`src/rtl/axis_traffic_gen_pkg.sv`:
```
`default_nettype none
// +--------------------------------------------------------------------+
// | axis_traffic_gen_pkg : shared types, LFSR constants and step function |
// | Rev 1.0                                                            |
// +--------------------------------------------------------------------+
package axis_traffic_gen_pkg;

  typedef enum logic [1:0] {
    IDLE = 2'd0,
    SEND = 2'd1,
    GAP  = 2'd2
  } state_e;

  localparam logic [31:0] LFSR_MASK = 32'h80200003;
  localparam logic [31:0] LFSR_SEED = 32'hFFFFFFFF;

  // Galois right-shift step
  function automatic logic [31:0] lfsr_next(input logic [31:0] s);
    return (s >> 1) ^ (s[0] ? LFSR_MASK : 32'h0);
  endfunction

endpackage
`default_nettype wire

```
`src/rtl/axis_traffic_gen_keep.sv`:
```
`default_nettype none
// +--------------------------------------------------------------------+
// | axis_traffic_gen_keep : beats per packet and last-beat byte enables  |
// | Rev 1.0                                                            |
// +--------------------------------------------------------------------+
module axis_traffic_gen_keep #(
  parameter int BYTES     = 8,
  parameter int LEN_WIDTH = 16
) (
  input  logic [LEN_WIDTH-1:0] i_len,
  output logic [LEN_WIDTH-1:0] o_beats,
  output logic [BYTES-1:0]     o_last_keep
);

  logic [LEN_WIDTH-1:0] w_rem;

  // Divide-and-test avoids the overflow of (len + BYTES - 1) near the top of the range
  always_comb begin
    w_rem   = i_len % LEN_WIDTH'(BYTES);
    o_beats = (i_len / LEN_WIDTH'(BYTES)) + ((w_rem != '0) ? LEN_WIDTH'(1) : LEN_WIDTH'(0));
    for (int i = 0; i < BYTES; i++) begin
      o_last_keep[i] = (w_rem == '0) || (LEN_WIDTH'(i) < w_rem);
    end
  end

endmodule
`default_nettype wire

```
`src/rtl/axis_traffic_gen.sv`:
```
`default_nettype none
// +--------------------------------------------------------------------+
// | axis_traffic_gen : AXI4-Stream fixed-length packet generator        |
// | Rev 1.0                                                            |
// +--------------------------------------------------------------------+
module axis_traffic_gen
  import axis_traffic_gen_pkg::*;
#(
  parameter int DWIDTH    = 64,
  parameter int LEN_WIDTH = 16
) (
  input  logic                  clk,
  input  logic                  rst,
  input  logic                  cfg_start,
  input  logic                  cfg_stop,
  input  logic [LEN_WIDTH-1:0]  cfg_pkt_len,
  input  logic [31:0]           cfg_pkt_num,
  input  logic [7:0]            cfg_gap,
  input  logic                  cfg_mode,
  output logic [DWIDTH-1:0]     m_axis_tdata,
  output logic                  m_axis_tvalid,
  input  logic                  m_axis_tready,
  output logic [DWIDTH/8-1:0]   m_axis_tkeep,
  output logic                  m_axis_tlast,
  output logic                  busy,
  output logic                  done,
  output logic [63:0]           sent_pkt_cnt
);

  localparam int BYTES = DWIDTH / 8;

  state_e               state_q, state_d;
  logic [LEN_WIDTH-1:0] len_q, len_d;
  logic [LEN_WIDTH-1:0] beat_idx_q, beat_idx_d;
  logic [31:0]          num_q, num_d;
  logic [31:0]          word_q, word_d;
  logic [7:0]           gap_q, gap_d;
  logic [7:0]           gap_cnt_q, gap_cnt_d;
  logic                 mode_q, mode_d;
  logic                 stop_q, stop_d;
  logic                 done_q, done_d;
  logic [63:0]          sent_q, sent_d;

  logic [LEN_WIDTH-1:0] w_beats;
  logic [BYTES-1:0]     w_last_keep;
  logic [BYTES-1:0]     w_keep;
  logic                 w_last;
  logic                 w_hs;

  axis_traffic_gen_keep #(
    .BYTES     (BYTES),
    .LEN_WIDTH (LEN_WIDTH)
  ) u_keep (
    .i_len       (len_q),
    .o_beats     (w_beats),
    .o_last_keep (w_last_keep)
  );

  assign m_axis_tvalid = (state_q == SEND);
  assign w_hs          = m_axis_tvalid & m_axis_tready;
  assign w_last        = (beat_idx_q == w_beats - LEN_WIDTH'(1));
  assign m_axis_tlast  = w_last;
  assign m_axis_tkeep  = w_keep;
  assign busy          = (state_q != IDLE);
  assign done          = done_q;
  assign sent_pkt_cnt  = sent_q;

  // Payload is a function of registers only, so it is inherently stable during stalls
  always_comb begin
    w_keep = w_last ? w_last_keep : '1;
    for (int j = 0; j < BYTES; j++) begin
      m_axis_tdata[8*j +: 8] = w_keep[j] ? word_q[8*(j%4) +: 8] : 8'h00;
    end
  end

  always_comb begin
    state_d    = state_q;
    len_d      = len_q;
    num_d      = num_q;
    gap_d      = gap_q;
    mode_d     = mode_q;
    beat_idx_d = beat_idx_q;
    word_d     = word_q;
    gap_cnt_d  = gap_cnt_q;
    stop_d     = stop_q;
    sent_d     = sent_q;
    done_d     = 1'b0;
    case (state_q)
      IDLE: begin
        if (cfg_start && !cfg_stop) begin
          len_d      = (cfg_pkt_len == '0) ? LEN_WIDTH'(1) : cfg_pkt_len;
          num_d      = cfg_pkt_num;
          gap_d      = cfg_gap;
          mode_d     = cfg_mode;
          beat_idx_d = '0;
          word_d     = cfg_mode ? LFSR_SEED : 32'h0;
          stop_d     = 1'b0;
          sent_d     = 64'd0;
          state_d    = SEND;
        end
      end
      SEND: begin
        if (cfg_stop) stop_d = 1'b1;
        if (w_hs) begin
          word_d     = mode_q ? lfsr_next(word_q) : word_q + 32'd1;
          beat_idx_d = beat_idx_q + LEN_WIDTH'(1);
          if (w_last) begin
            beat_idx_d = '0;
            sent_d     = sent_q + 64'd1;
            if (stop_q || cfg_stop || ((num_q != '0) && (sent_d == {32'd0, num_q}))) begin
              state_d = IDLE;
              done_d  = 1'b1;
            end else if (gap_q != '0) begin
              state_d   = GAP;
              gap_cnt_d = gap_q - 8'd1;
            end
          end
        end
      end
      GAP: begin
        if (cfg_stop) stop_d = 1'b1;
        if (gap_cnt_q == '0) begin
          if (stop_q || cfg_stop) begin
            state_d = IDLE;
            done_d  = 1'b1;
          end else begin
            state_d = SEND;
          end
        end else begin
          gap_cnt_d = gap_cnt_q - 8'd1;
        end
      end
      default: state_d = IDLE;
    endcase
  end

  always_ff @(posedge clk or posedge rst) begin
    if (rst) begin
      state_q    <= IDLE;
      len_q      <= '0;
      num_q      <= '0;
      gap_q      <= '0;
      mode_q     <= 1'b0;
      beat_idx_q <= '0;
      word_q     <= '0;
      gap_cnt_q  <= '0;
      stop_q     <= 1'b0;
      sent_q     <= '0;
      done_q     <= 1'b0;
    end else begin
      state_q    <= state_d;
      len_q      <= len_d;
      num_q      <= num_d;
      gap_q      <= gap_d;
      mode_q     <= mode_d;
      beat_idx_q <= beat_idx_d;
      word_q     <= word_d;
      gap_cnt_q  <= gap_cnt_d;
      stop_q     <= stop_d;
      sent_q     <= sent_d;
      done_q     <= done_d;
    end
  end

endmodule
`default_nettype wire

```
`config.mk`:
```
export PLATFORM = sky130hd
export DESIGN_NAME = axis_traffic_gen
export DESIGN_NICKNAME = d
export VERILOG_FILES = /design/src/rtl/axis_traffic_gen_pkg.sv /design/src/rtl/axis_traffic_gen_keep.sv /design/src/rtl/axis_traffic_gen.sv
export SDC_FILE = /design/constraint.sdc
export NUM_CORES = 1
export LEC_CHECK = 0
export CAP_MARGIN = 10
export CORE_MARGIN = 2
export CORE_UTILIZATION = 40
export CTS_CLUSTER_SIZE = 8
export DETAILED_ROUTE_END_ITERATION = 8
export PLACE_DENSITY = 0.71
export SLEW_MARGIN = 10
export SYNTH_ARGS = -nofsm -noshare
export SYNTH_HDL_FRONTEND = slang
export SYNTH_SLANG_ARGS = --single-unit
```
`constraint.sdc`:
```
create_clock -name clk -period 6.6 [get_ports clk]
set_clock_uncertainty 0.1 [all_clocks]
set_input_delay 1.98 -clock clk [delete_from_list [all_inputs] [get_ports clk]]
set_output_delay 1.98 -clock clk [all_outputs]
set_load 0.03 [all_outputs]
```
==> flow_metrics.tcl <==
set metrics [dict create \
    outcome "finished clean" \
    cp-end-kind "output port" \
    grt_usage_pct 24.2 \
    r2r-end "done" \
    swShare_pct 47.3 \
    clk-insertion-delay-late_ns 0.44 \
    dieArea_sq_mm 0.0332 \
    crit_path_top_delay_cell "or3b_2" \
    start_kind "flip-flop" \
    port_buffers 200 \
    worst_pin_slew_ns 1.08 \
    route.detailed.drc 0 \
    yosys.area.top_type "dfrtp_1" \
    timing.rr.start "sent_pkt_cnt[7]" \
    period_needed_ns 6.30 \
    rows 65 \
    route.detailed.wl_per_inst_microns 19.7 \
    grt_max_degree 88 \
    antenna_found_initial 0 \
    hold_violations 0 \
    powerDensity_mw_per_mm2 426 \
    pwr-share-seq_pct 32.7 \
    core_region_area_sq_mm 0.0314 \
    synth.distinct_cells 81 \
    tns_ns 0 \
    setup_ws_ns 0.303 \
    critPathKind "flip-flop to output port" \
    synth_edf_count 0 \
    pre_cts_slack_ns 0.296 \
    dr.pass1.iters 5 \
    hold_slack_ns 0.433 \
    synth.area.top_cells "dfrtp_1, nand2_1, mux2_2" \
    setup_viol 0 \
    worst_hold_path.num_cells 1 \
    min_from "gap_cnt_q[0]" \
    cts_buffer_depth 2 \
    reg2reg_depth 10 \
    final_max_slew_viol_count 0 \
    clock_power_share_pct 15.3 \
    max_stage_delay_ns 0.59 \
    cts_buffers 17 \
    dr.first_iter.drc_count 1058 \
    nets 1723 \
    synthFlopType "dfrtp_1" \
    drt-vias-per-instance 5.95 \
    fp.dieH_microns 182 \
    num_vias 12285 \
    p_sw_mw 3.13 \
    max_freq_ghz 0.159 \
    synth.avg_cell_area_sq_um 8.24 \
    p_int_mw 3.49 \
    holdPathEnd "gap_cnt_q[0]" \
    dp.final_hpwl_microns 29800 \
    hold_path.class "flip-flop to flip-flop" \
    cts_root_buf "clkbuf_16" \
    r2r_slack_ns 1.11 \
    syn_nets 1613 \
    worstPathRequired_ns 4.52 \
    n_antenna_cell 0 \
    synth_top_area_share_pct 35.7 \
    ctsHoldBuffers 0 \
    maxSlewHeadroom_pct 27.6 \
    dpl_cell_area_sq_mm 0.0149 \
    fill_cells 2990 \
    leakagePower_nw 6.23 \
    final_util_pct 49.6 \
    areaGrowthSynthToFinish_pct 22.5 \
    grt_pass1_vias 11381 \
    ys_seq_area_share_pct 35.7 \
    p_total_mw 6.62 \
    crit_chain "or3_1 > inv_1 > ha_1 > or3b_2 > nand3b_1 > nand3_1 > o21ai_0 > o22ai_1 > nor2b_1 > and4_2 > nor3b_2 > nand2_1 > clkdlybuf4s50_1" \
    period_share_pct 95.4 \
    layout-drive-gt1-share_pct 10.0 \
    finalInstanceArea_sq_mm 0.0156 \
    synth_warnings 0 \
    gp_congestion 0.940 \
    postRouteAntennaNets 0 \
    vdd_ir_drop_max_v 0.000200 \
    ys_seq_elements 181 \
    start_util_pct 40.5 \
    cts_tree "done" \
    io_pins 202 \
    p_comb_share_pct 52.0 \
    worstPathMaxFanout 11 \
    syn_area_sq_mm 0.0127 \
    grt_overflow 0 \
    grt_pass1_wl_microns 64100 \
    async_reset_ff_share_pct 100 \
    clock_sinks 181 \
    die_w_microns 182 \
    dp.cells 2033 \
    drt-total-wl_microns 40700 \
    instances_no_fill 2064 \
    netlist_instances 1541 \
    maxCapViolCount 0 \
    crit_arrival_ns 4.22 \
    htree_levels 4 \
    clkTransAtPathRegs_ns 0.07 \
]
[sequential cells by signal, indices dropped and copies added, names as in the netlist]
signal	flops
beat_idx_q	16
done	1
gap_cnt_q	8
gap_q	8
len_q	16
mode_q	1
num_q	32
sent_pkt_cnt	64
state_q	2
stop_q	1
word_q	32
[area by class of cell]
cell class              instances  area (sq um)  area share (%)
inverters                      30           116           0.748
flip-flops and latches        181          4530            29.1
repair buffers                220          2270            14.6
multi-input cells            1201          7570            48.7
clock inverters                 8           103           0.659
clock buffers                  22           464            2.98
well taps                     402           503            3.23
[layer usage]
layer	up-vias	GRT usage [%]	share of wire (%)
met1	5965	33.7	44
met4	0	8.55	2.8
li1	5755	-	-
met2	491	37.7	46
met5	-	0	0
met3	74	4.65	7.3
[power by group through the flow]
stage	logic [mW]	registers, mW	clock network [mW]
after global routing	3.74	2.22	1.07
after floorplan	2.47	1.95	0
final	3.45	2.16	1.01
after CTS	3.46	2.15	1.03
after detailed placement	3.45	2.16	0
after global placement	3.38	2.15	0
[repair_timing]
item	4_1_cts	5_1_grt
setup buffers	1	0
pin swaps	1	0
resized for setup	3	49
endpoints found under the setup margin	26	48
[Yosys cell counts, types with 13 or more instances]
| cell type | instances |
|---|---|
| inv_1 | 30 |
| nor4_1 | 38 |
| nand3_1 | 65 |
| xnor2_1 | 63 |
| or4_1 | 14 |
| and3_1 | 23 |
| o31ai_1 | 27 |
| a22o_1 | 26 |
| nand4_1 | 47 |
| xor2_1 | 50 |
| dfrtp_1 | 181 |
| or3_1 | 20 |
| mux2_2 | 61 |
| and2_1 | 33 |
| clkbuf_1 | 86 |
| buf_2 | 27 |
| nor3_1 | 51 |
| a21oi_1 | 90 |
| o21ai_0 | 115 |
| nor2_1 | 85 |
| buf_1 | 13 |
| nand2_1 | 193 |
| nor2b_1 | 31 |
[cells by family (layout without fill, tap and decap cells)]
group	count (synthesis)	after routing	share of synthesized area, %
compound gates	344	344	17.0
xor+xnor	113	113	7.79
fa+ha+maj	10	10	0.985
buf+inv	159	280	5.06
flops	181	181	35.7
mux	73	73	6.36
other cells	1	1	0.0295
simple gates	660	660	27.2
[cell usage in the layout (no fill, tap or decap), types with 4 or more instances in the layout]
cell / instances
nand3_1: 64
nor4_2: 5
nand2b_1: 10
or2_2: 10
a31o_2: 6
xnor2_1: 63
and2_1: 33
nand3b_1: 4
or3_1: 20
and3_1: 23
o22ai_1: 10
o21a_1: 5
o31ai_1: 27
nand4_1: 47
clkbuf_16: 17
mux2_2: 61
or4_1: 14
xor2_1: 50
a22o_1: 26
o211ai_1: 12
nor4_1: 38
nor3_2: 4
inv_1: 29
a31oi_1: 6
a211oi_1: 5
nor2_1: 85
and4_1: 6
dlymetal6s2s_1: 44
ha_1: 9
mux2i_1: 11
dfrtp_1: 181
nor2b_1: 30
buf_4: 28
a21oi_1: 89
a221o_1: 5
o21ai_0: 115
nand2_1: 191
clkdlybuf4s50_1: 144
nor3_1: 49
[worst max-delay path by stage]
stage	from	end	slack, ns	depth (start not counted)
after global placement	len_q[0]	m_axis_tdata[22]	0.38	14
after detailed placement	len_q[0]	m_axis_tdata[16]	0.30	14
final	len_q[0]	m_axis_tkeep[2]	0.30	13
after global routing	len_q[0]	m_axis_tkeep[1]	-0.005	13
after floorplan	len_q[1]	m_axis_tdata[40]	0.40	15
after CTS	len_q[0]	m_axis_tdata[52]	0.03	13
[critical path: cells and delay by family, from the launching register on]
kind / cells / cell delay, ns
buffers and inverters: 2 / 0.71
flip-flops: 1 / 0.42
adder cells (fa/ha/maj): 1 / 0.17
AND/OR/NAND/NOR: 8 / 2.14
AO/OA/AOI/OAI: 2 / 0.34
Power figures use the tool's default switching activity.
